## src/rtl/kgp_fetch_sequencer.sv

```systemverilog
// rtl/kgp_fetch_sequencer.sv - KGPRisc fetch/issue sequencer with next-PC logic and return-address stack
module kgp_fetch_sequencer #(
    parameter int              PC_W      = 32,
    parameter int              RAS_DEPTH = 4,
    parameter logic [PC_W-1:0] RESET_PC  = '0
) (
    input  logic            clk,
    input  logic            rst,
    output logic            imem_req,
    output logic [PC_W-1:0] imem_addr,
    input  logic [31:0]     imem_rdata,
    input  logic            imem_valid,
    output logic [5:0]      opcode,
    output logic [31:0]     instr,
    output logic            instr_valid,
    input  logic            stall,
    input  logic            b,
    input  logic            br,
    input  logic            bz,
    input  logic            bnz,
    input  logic            bcy,
    input  logic            bncy,
    input  logic            bs,
    input  logic            bns,
    input  logic            bv,
    input  logic            bnv,
    input  logic            Call,
    input  logic            Ret,
    input  logic            zf,
    input  logic            cf,
    input  logic            sf,
    input  logic            vf,
    input  logic [PC_W-1:0] br_target,
    output logic [PC_W-1:0] pc,
    output logic            ras_err
);

    localparam int               PTR_W = $clog2(RAS_DEPTH);
    localparam int               CNT_W = PTR_W + 1;
    localparam logic [CNT_W-1:0] FULL  = CNT_W'(RAS_DEPTH);

    typedef enum logic [1:0] {FETCH, ISSUE, WAIT_CTRL, RESOLVE} state_t;

    state_t           state;
    logic [PC_W-1:0]  ras [RAS_DEPTH];
    logic [PTR_W-1:0] head;
    logic [CNT_W-1:0] count;

    logic [PC_W-1:0]  seq_pc;
    logic [PC_W-1:0]  imm;
    logic [PC_W-1:0]  rel_pc;
    logic [PC_W-1:0]  next_pc;
    logic [PTR_W-1:0] top;
    logic             ras_empty;
    logic             ras_full;
    logic             cond_taken;
    logic             ras_push;

    assign imem_addr  = pc;
    assign seq_pc     = pc + PC_W'(1);
    assign imm        = PC_W'($signed(instr[21:0]));
    assign rel_pc     = seq_pc + imm;
    assign top        = head - PTR_W'(1);
    assign ras_empty  = (count == '0);
    assign ras_full   = (count == FULL);
    assign cond_taken = (bz && zf) || (bnz && !zf) || (bcy && cf) || (bncy && !cf)
                     || (bs && sf) || (bns && !sf) || (bv && vf) || (bnv && !vf);
    assign ras_push   = (state == RESOLVE) && !Ret && Call;

    // Ret > Call > br > b > conditionals > sequential
    always_comb begin
        next_pc = seq_pc;
        if (Ret) begin
            next_pc = ras_empty ? RESET_PC : ras[top];
        end else if (Call) begin
            next_pc = rel_pc;
        end else if (br) begin
            next_pc = br_target;
        end else if (b || cond_taken) begin
            next_pc = rel_pc;
        end
    end

    // Storage is only read when count says an entry is live, so it needs no reset.
    always_ff @(posedge clk) begin
        if (ras_push) begin
            ras[head] <= seq_pc;
        end
    end

    always_ff @(posedge clk or posedge rst) begin
        if (rst) begin
            state       <= FETCH;
            pc          <= RESET_PC;
            imem_req    <= 1'b0;
            instr       <= '0;
            opcode      <= '0;
            instr_valid <= 1'b0;
            head        <= '0;
            count       <= '0;
            ras_err     <= 1'b0;
        end else begin
            case (state)
                FETCH: begin
                    instr_valid <= 1'b0;
                    if (!imem_req) begin
                        imem_req <= 1'b1;
                    end else if (imem_valid) begin
                        instr       <= imem_rdata;
                        opcode      <= imem_rdata[31:26];
                        imem_req    <= 1'b0;
                        instr_valid <= 1'b1;
                        state       <= ISSUE;
                    end
                end
                ISSUE: begin
                    instr_valid <= 1'b0;
                    if (!stall) begin
                        state <= WAIT_CTRL;
                    end
                end
                WAIT_CTRL: begin
                    state <= RESOLVE;
                end
                RESOLVE: begin
                    pc       <= next_pc;
                    imem_req <= 1'b1;
                    state    <= FETCH;
                    if (Ret) begin
                        if (ras_empty) begin
                            ras_err <= 1'b1;
                        end else begin
                            head  <= top;
                            count <= count - CNT_W'(1);
                        end
                    end else if (Call) begin
                        // A full stack wraps onto its oldest entry.
                        head <= head + PTR_W'(1);
                        if (ras_full) begin
                            ras_err <= 1'b1;
                        end else begin
                            count <= count + CNT_W'(1);
                        end
                    end
                end
                default: state <= FETCH;
            endcase
        end
    end

endmodule

```

## config.mk

```make
export PLATFORM = sky130hd
export DESIGN_NAME = kgp_fetch_sequencer
export DESIGN_NICKNAME = d
export VERILOG_FILES = /design/src/rtl/kgp_fetch_sequencer.sv
export SDC_FILE = /design/constraint.sdc
export NUM_CORES = 1
export LEC_CHECK = 0
export ABC_AREA = 1
export CORE_MARGIN = 3
export CORE_UTILIZATION = 50
export DETAILED_ROUTE_END_ITERATION = 16
export PLACE_DENSITY = 0.75
export SETUP_SLACK_MARGIN = 0.05
export SLEW_MARGIN = 15
export SYNTH_ARGS = -nofsm -noshare
export SYNTH_HDL_FRONTEND = slang
export SYNTH_SLANG_ARGS = --single-unit
```

## constraint.sdc

```tcl
create_clock -name clk -period 3.6 [get_ports clk]
set_input_delay 0.72 -clock clk [delete_from_list [all_inputs] [get_ports clk]]
set_output_delay 0.72 -clock clk [all_outputs]
set_load 0.05 [all_outputs]
```

==> reports/metrics.yaml <==
htree_levels: 1
drt-pass1-iter-count: 6
gp_congestion: 1.02
clk_pin_slew_ns: 0.06
rsz0062_at_grt: "true"
ys.flop_type: "edfxtp_1"
portBuffers: 188
slew-limit-headroom: 0.370
cts_sinks: 202
ys_seq_area_frac: 0.455
holdWs_ns: 0.483
setup_violations: 0
overflow: 0
cts_max_path_buffers: 3
hp-class: "flop to flop"
synth_area_leader_cell: "edfxtp_1"
crit_arrival_ns: 3.79
dp_hpwl_mm: 29.8
die_h_um: 164
synth_cells: 1530
multi_input_area_um2: 5840
syn_to_final_growth_pct: 25.7
syn_area_per_cell_um2: 8.19
numCtsBuffers: 22
die_width_um: 164
design.die.area_um2: 27000
post_drt_via_cell_ratio: 5.51
start_util: 0.512
worstSetupPathType: "flop to flop"
syn_nets: 1663
rows: 57
remaining_drc_errors: 0
worst_slack_ns: 0.239
via_count: 11300
synth-seq-cells: 202
globalRouteMet1Util: 0.407
post_dp_cell_area_um2: 14800
grt_pass1_wl_mm: 59.4
status: "finished, final reports clean"
grt_max_degree: 67
grt_use_met3: 0.0451
regArea_um2: 5700
fin_area_um2: 15700
drt_iter0_markers: 1117
nFillCells: 2055
fin_skew_ns: 0.0123
finalMaxSlewViolations: 0
synth_cell_types: 46
diodes: 0
synth.top_cell.area_share: 0.307
utilization: 0.644
layout-drive-gt1-share: 0.123
period_share: 0.934
antenna_left: 0
worstMarginPinSlew_ns: 0.935
cts_root_buffer: "clkbuf_16"
fin_crit_ns: 3.36
pre_cts_ws_ns: -0.147
yosys-top-cells-area: "edfxtp_1 31%, dfrtp_1 15%, nand2_1 11%"
synth_async_sr_flop_share: 0.366
synth_warnings: 0
worst_ep_required_time_ns: 4.03
cap_violations: 0
tritoncts: "done"
grt_use_total: 0.286
syn_area_um2: 12500
use_met2: 0.453
wl_mm: 38.9
wl_per_cell_um: 18.9
synth-edff-count: 128
fin_nets: 1853
critPathLaunchType: "flop"
fmax_mhz: 298
core_um2: 24500
crit_fanout: 5
clock_latency_ns: 0.51
busiest_layer: "met2"
hold_viol: 0
pin_count: 189
antenna_found_initial: 0
cp-end-kind: "flop"
grt_pass1_vias: 10600
area by class of cell:
type                       instances  share of cell area
clock buffer                      29              0.0386
clock inverter                    11             0.00930
inverter                         182              0.0435
multi-input combinational       1063               0.371
sequential                       202               0.362
tap                              324              0.0258
timing repair buffer             249               0.149
worst paths after layout:
kind                            endpoint  cells after the start  slack (ns)          from
min reg2reg                      ras_err                      1        0.48       ras_err
min                              ras_err                      1        0.48       ras_err
max in group asynchronous  imem_addr[14]                      3        2.30           rst
max reg2reg                imem_addr[19]                     20        0.24  imem_addr[0]
max                        imem_addr[19]                     20        0.24  imem_addr[0]
min in group asynchronous       instr[5]                      2        0.63           rst
layer usage:
layer | routed length, um | share of wire
met1 | 16900 | 0.43
met2 | 17500 | 0.45
met3 | 3330 | 0.085
met4 | 1250 | 0.032
met5 | 0 | 0
kinds of logic (layout without fill, tap and decap cells):
family	after synthesis	count (layout)	synth area share
simple gates	689	689	0.235
mux	31	31	0.0279
compound gates	257	257	0.113
fa+ha+maj	49	49	0.0501
flops	202	202	0.455
xor+xnor	37	37	0.0265
buf+inv	265	471	0.0921
per-stage QoR:
step | setup TNS [ns] | instances
floorplan | 0 | 1530
detailed placement | -0.147 | 2020
global route | -0.0357 | 2060
CTS | 0 | 2060
global placement | 0 | 2020
finish | 0 | 2060
registers in the layout, summed over array words and instances (netlist names):
name and cells:
count 3, head 2, imem_addr 32, imem_req 1, instr 26, instr_valid 1
opcode 6, ras 128, ras_err 1, state 2
layout by cell type (no fill, tap or decap), drive strengths merged, types with 7 or more instances in the layout:
master	n
inv	181
xnor2	12
o21ai	97
a21oi	98
nand3	82
nand2	392
clkbuf	29
o22ai	35
nor3	14
xor2	25
o211ai	7
ha	47
mux2	31
clkinv	8
clkdlybuf4s50	188
edfxtp	128
dfrtp	74
nand4	13
buf	61
a22oi	10
nor2	178
cell usage after synthesis (2+ instances only):
cell,n
a21oi_1,93
nor2_8,2
inv_2,8
o21bai_1,3
a221oi_1,3
a21o_1,2
nand3_1,76
o21ai_0,81
nand2_4,2
o21ai_1,16
nand2_2,9
nand4_1,13
inv_1,173
nor3_1,11
a22oi_1,10
and2_1,2
nand2_1,381
nor2_1,166
dfrtp_1,74
buf_2,4
edfxtp_1,128
nor2_2,3
a21oi_2,5
nor4_1,2
nand3_2,6
nor2_4,7
ha_1,47
nor3_2,3
xnor2_1,12
xor2_1,24
o22ai_1,35
clkbuf_1,32
or2_2,3
o211ai_1,7
mux2_2,31
buf_1,7
buf_4,39
fa_1,2
worst max-delay path: stages (launching register included):
cell and delay [ns]:
dfrtp_1 0.42, ha_2 0.24, nand3_2 0.15, nor2_4 0.15, inv_2 0.09, nor3_4 0.15, xor2_2 0.33, ha_4 0.21
nand2_1 0.12, buf_4 0.16, nor2_1 0.13, inv_1 0.13, nor2_4 0.14, nand4_1 0.19, nand3_1 0.14, nand2_1 0.10
nand2_1 0.07, nand2_1 0.05, nand3_1 0.08, nand2_1 0.07, a21oi_1 0.13
repair_timing:
action,CTS,global route
pin swaps,0,2
hold buffers,0,0
setup buffers,0,0
setup endpoints to repair,4,17
resized for setup,2,36
Power is not shown: default switching activity piles up to over one toggle a cycle in this logic, so the estimate is an artifact.
==> RTL edit: new RTL, config.mk and constraints unchanged <==
Register the output `ras_err` once more; this adds one clock of latency there. The other outputs are not delayed to match.
--- a/src/rtl/kgp_fetch_sequencer.sv
+++ b/src/rtl/kgp_fetch_sequencer.sv
@@ -41,4 +41,6 @@
 
     typedef enum logic [1:0] {FETCH, ISSUE, WAIT_CTRL, RESOLVE} state_t;
+
+    logic ras_err_s0;
 
     state_t           state;
@@ -99,5 +101,5 @@
             head        <= '0;
             count       <= '0;
-            ras_err     <= 1'b0;
+            ras_err_s0  <= 1'b0;
         end else begin
             case (state)
@@ -129,5 +131,5 @@
                     if (Ret) begin
                         if (ras_empty) begin
-                            ras_err <= 1'b1;
+                            ras_err_s0 <= 1'b1;
                         end else begin
                             head  <= top;
@@ -138,5 +140,5 @@
                         head <= head + PTR_W'(1);
                         if (ras_full) begin
-                            ras_err <= 1'b1;
+                            ras_err_s0 <= 1'b1;
                         end else begin
                             count <= count + CNT_W'(1);
@@ -149,4 +151,8 @@
     end
 
+    always_ff @(posedge clk) begin
+        ras_err <= ras_err_s0;
+    end
+
 endmodule
 
Behaviour: no difference found for any inputs over 4 cycles, from zero or initial values and one cycle with rst high; that may be too few to reach the edited logic, so the function may still have changed.
==> RTL edit against the unedited design <==
Global-route usage about the same; sequential share of layout area is 0.49 points higher; sequential cell count up 1; maximum frequency about the same; area after synthesis is 0.16% higher; wire length down 0.52%; final area fell by 0.83%; worst setup slack about the same; final cell count shrank 0.44%; critical path type unchanged; largest cell class unchanged.
Power is not shown: default switching activity piles up to over one toggle a cycle in this logic, so the estimate is an artifact.
==> RTL edit: results (changes against the unedited design) <==
| Metric | Value |
|---|---|
| Top cells by area, synth | `edfxtp_1 (31%), dfrtp_1 (15%), nand2_1 (11%), inv_1 (5.2%), nor2_1 (5.0%) (unchanged)` |
| Worst-margin pin slew | `766 ps (was 935 ps)` |
| Setup Crit Path Kind | `flip-flop to flip-flop (unchanged)` |
| Crit path largest cell delay | `420 ps (about the same)` |
| Synthesized-area fraction occupied by adder cells | `5.01% (about the same)` |
| Hold_sp | `ras_err_s0 (was ras_err)` |
| Placed wire-length estimate | `29.2 mm (was 29.8 mm)` |
| First-pass GRT wire length | `59.8 mm (was 59.4 mm)` |
| Placed Instances | `2007 (was 2020)` |
| Share of layout cells above drive strength 1 | `12.0% (was 12.3%)` |
| DRT Pass-1 Iters | `7 (was 6)` |
| FF-to-FF setup slack | `240 ps (about the same)` |
| Post-Synth XOR/XNOR Area | `2.64% (was 2.65%)` |
| Fillers | `2098 (was 2055)` |
| Hold endpoint | `ras_err (unchanged)` |
| Met3 Usage GRT | `5.27% (was 4.51%)` |
| Total GRT Usage | `28.6% (about the same)` |
| Final Non-Filler Cells | `2051 (was 2060)` |
| Compound-Gate Fraction of Synth Area | `11.3% (about the same)` |
| 1st-iter DRT viols | `1013 (was 1117)` |
| Met2 GRT Util | `44.6% (was 45.3%)` |
| Reg2reg start | `imem_addr[1] (was imem_addr[0])` |
| Post-synthesis mux area share | `2.78% (was 2.79%)` |
| Routed len/inst | `18.9 um (about the same)` |
| Met1 usage | `40.3% (was 40.7%)` |
| Sequential share of the synthesized area | `45.6% (was 45.5%)` |
| Slowest CP cell | `dfrtp_2 (was dfrtp_1)` |
| Total number of vias | `11300 (about the same)` |
| Yosys warns | `0 (unchanged)` |
| Avg Synthesized Cell Area | `8.20 um2 (was 8.19 um2)` |
| Metal2 WL | `17.4 mm (was 17.5 mm)` |
| Min-Delay Path Depth | `0 (was 1)` |
| Met3 wire len | `3.78 mm (was 3.33 mm)` |
| FF-to-FF End | `imem_addr[24] (was imem_addr[19])` |
| EDFF count, synth | `128 (unchanged)` |
| Routability Congestion | `1.02 (about the same)` |
| Nets | `1843 (was 1853)` |
| Met1 Wirelength | `16.2 mm (was 16.9 mm)` |
| Total CTS buffers | `23 (was 22)` |
| Syn nets | `1664 (was 1663)` |
| Resize count post-CTS | `1 (was 2)` |
| Outcome | `finished, final reports clean (unchanged)` |
| Worst Path Arrival | `3800 ps (was 3790 ps)` |
| Netlist cell types | `47 (was 46)` |
[RTL edit: cell count changes after synthesis, sizes merged]
| cell | delta |
|---|---|
| dfxtp | +1 |
[RTL edit: area by class of cell]
cell class / instances / area (um2) / area share (%)
Clock buffer: 25 / 583 / 3.73
Clock inverter: 17 / 156 / 1.00
Inverter: 182 / 684 / 4.38
Multi-Input combinational cell: 1063 / 5790 / 37.1
Sequential cell: 203 / 5730 / 36.7
Tap cell: 324 / 405 / 2.60
Timing Repair Buffer: 237 / 2260 / 14.5
[RTL edit: stage by stage]
step / utilization [%] / setup TNS, ps / worst slack, ps / area [um2] / hold slack, ps
5_1_grt: 63.8 / -32.0 / -32.0 / 15600 / 393
6_report: 63.8 / 0 / 239 / 15600 / 368
2_1_floorplan: - / 0 / 317 / 12500 / 348
4_1_cts: 63.3 / 0 / 82.5 / 15500 / 375
3_5_place_dp: 60.3 / 0 / 80.9 / 14700 / 364
3_3_place_gp: 60.3 / 0 / 151 / 14700 / 358
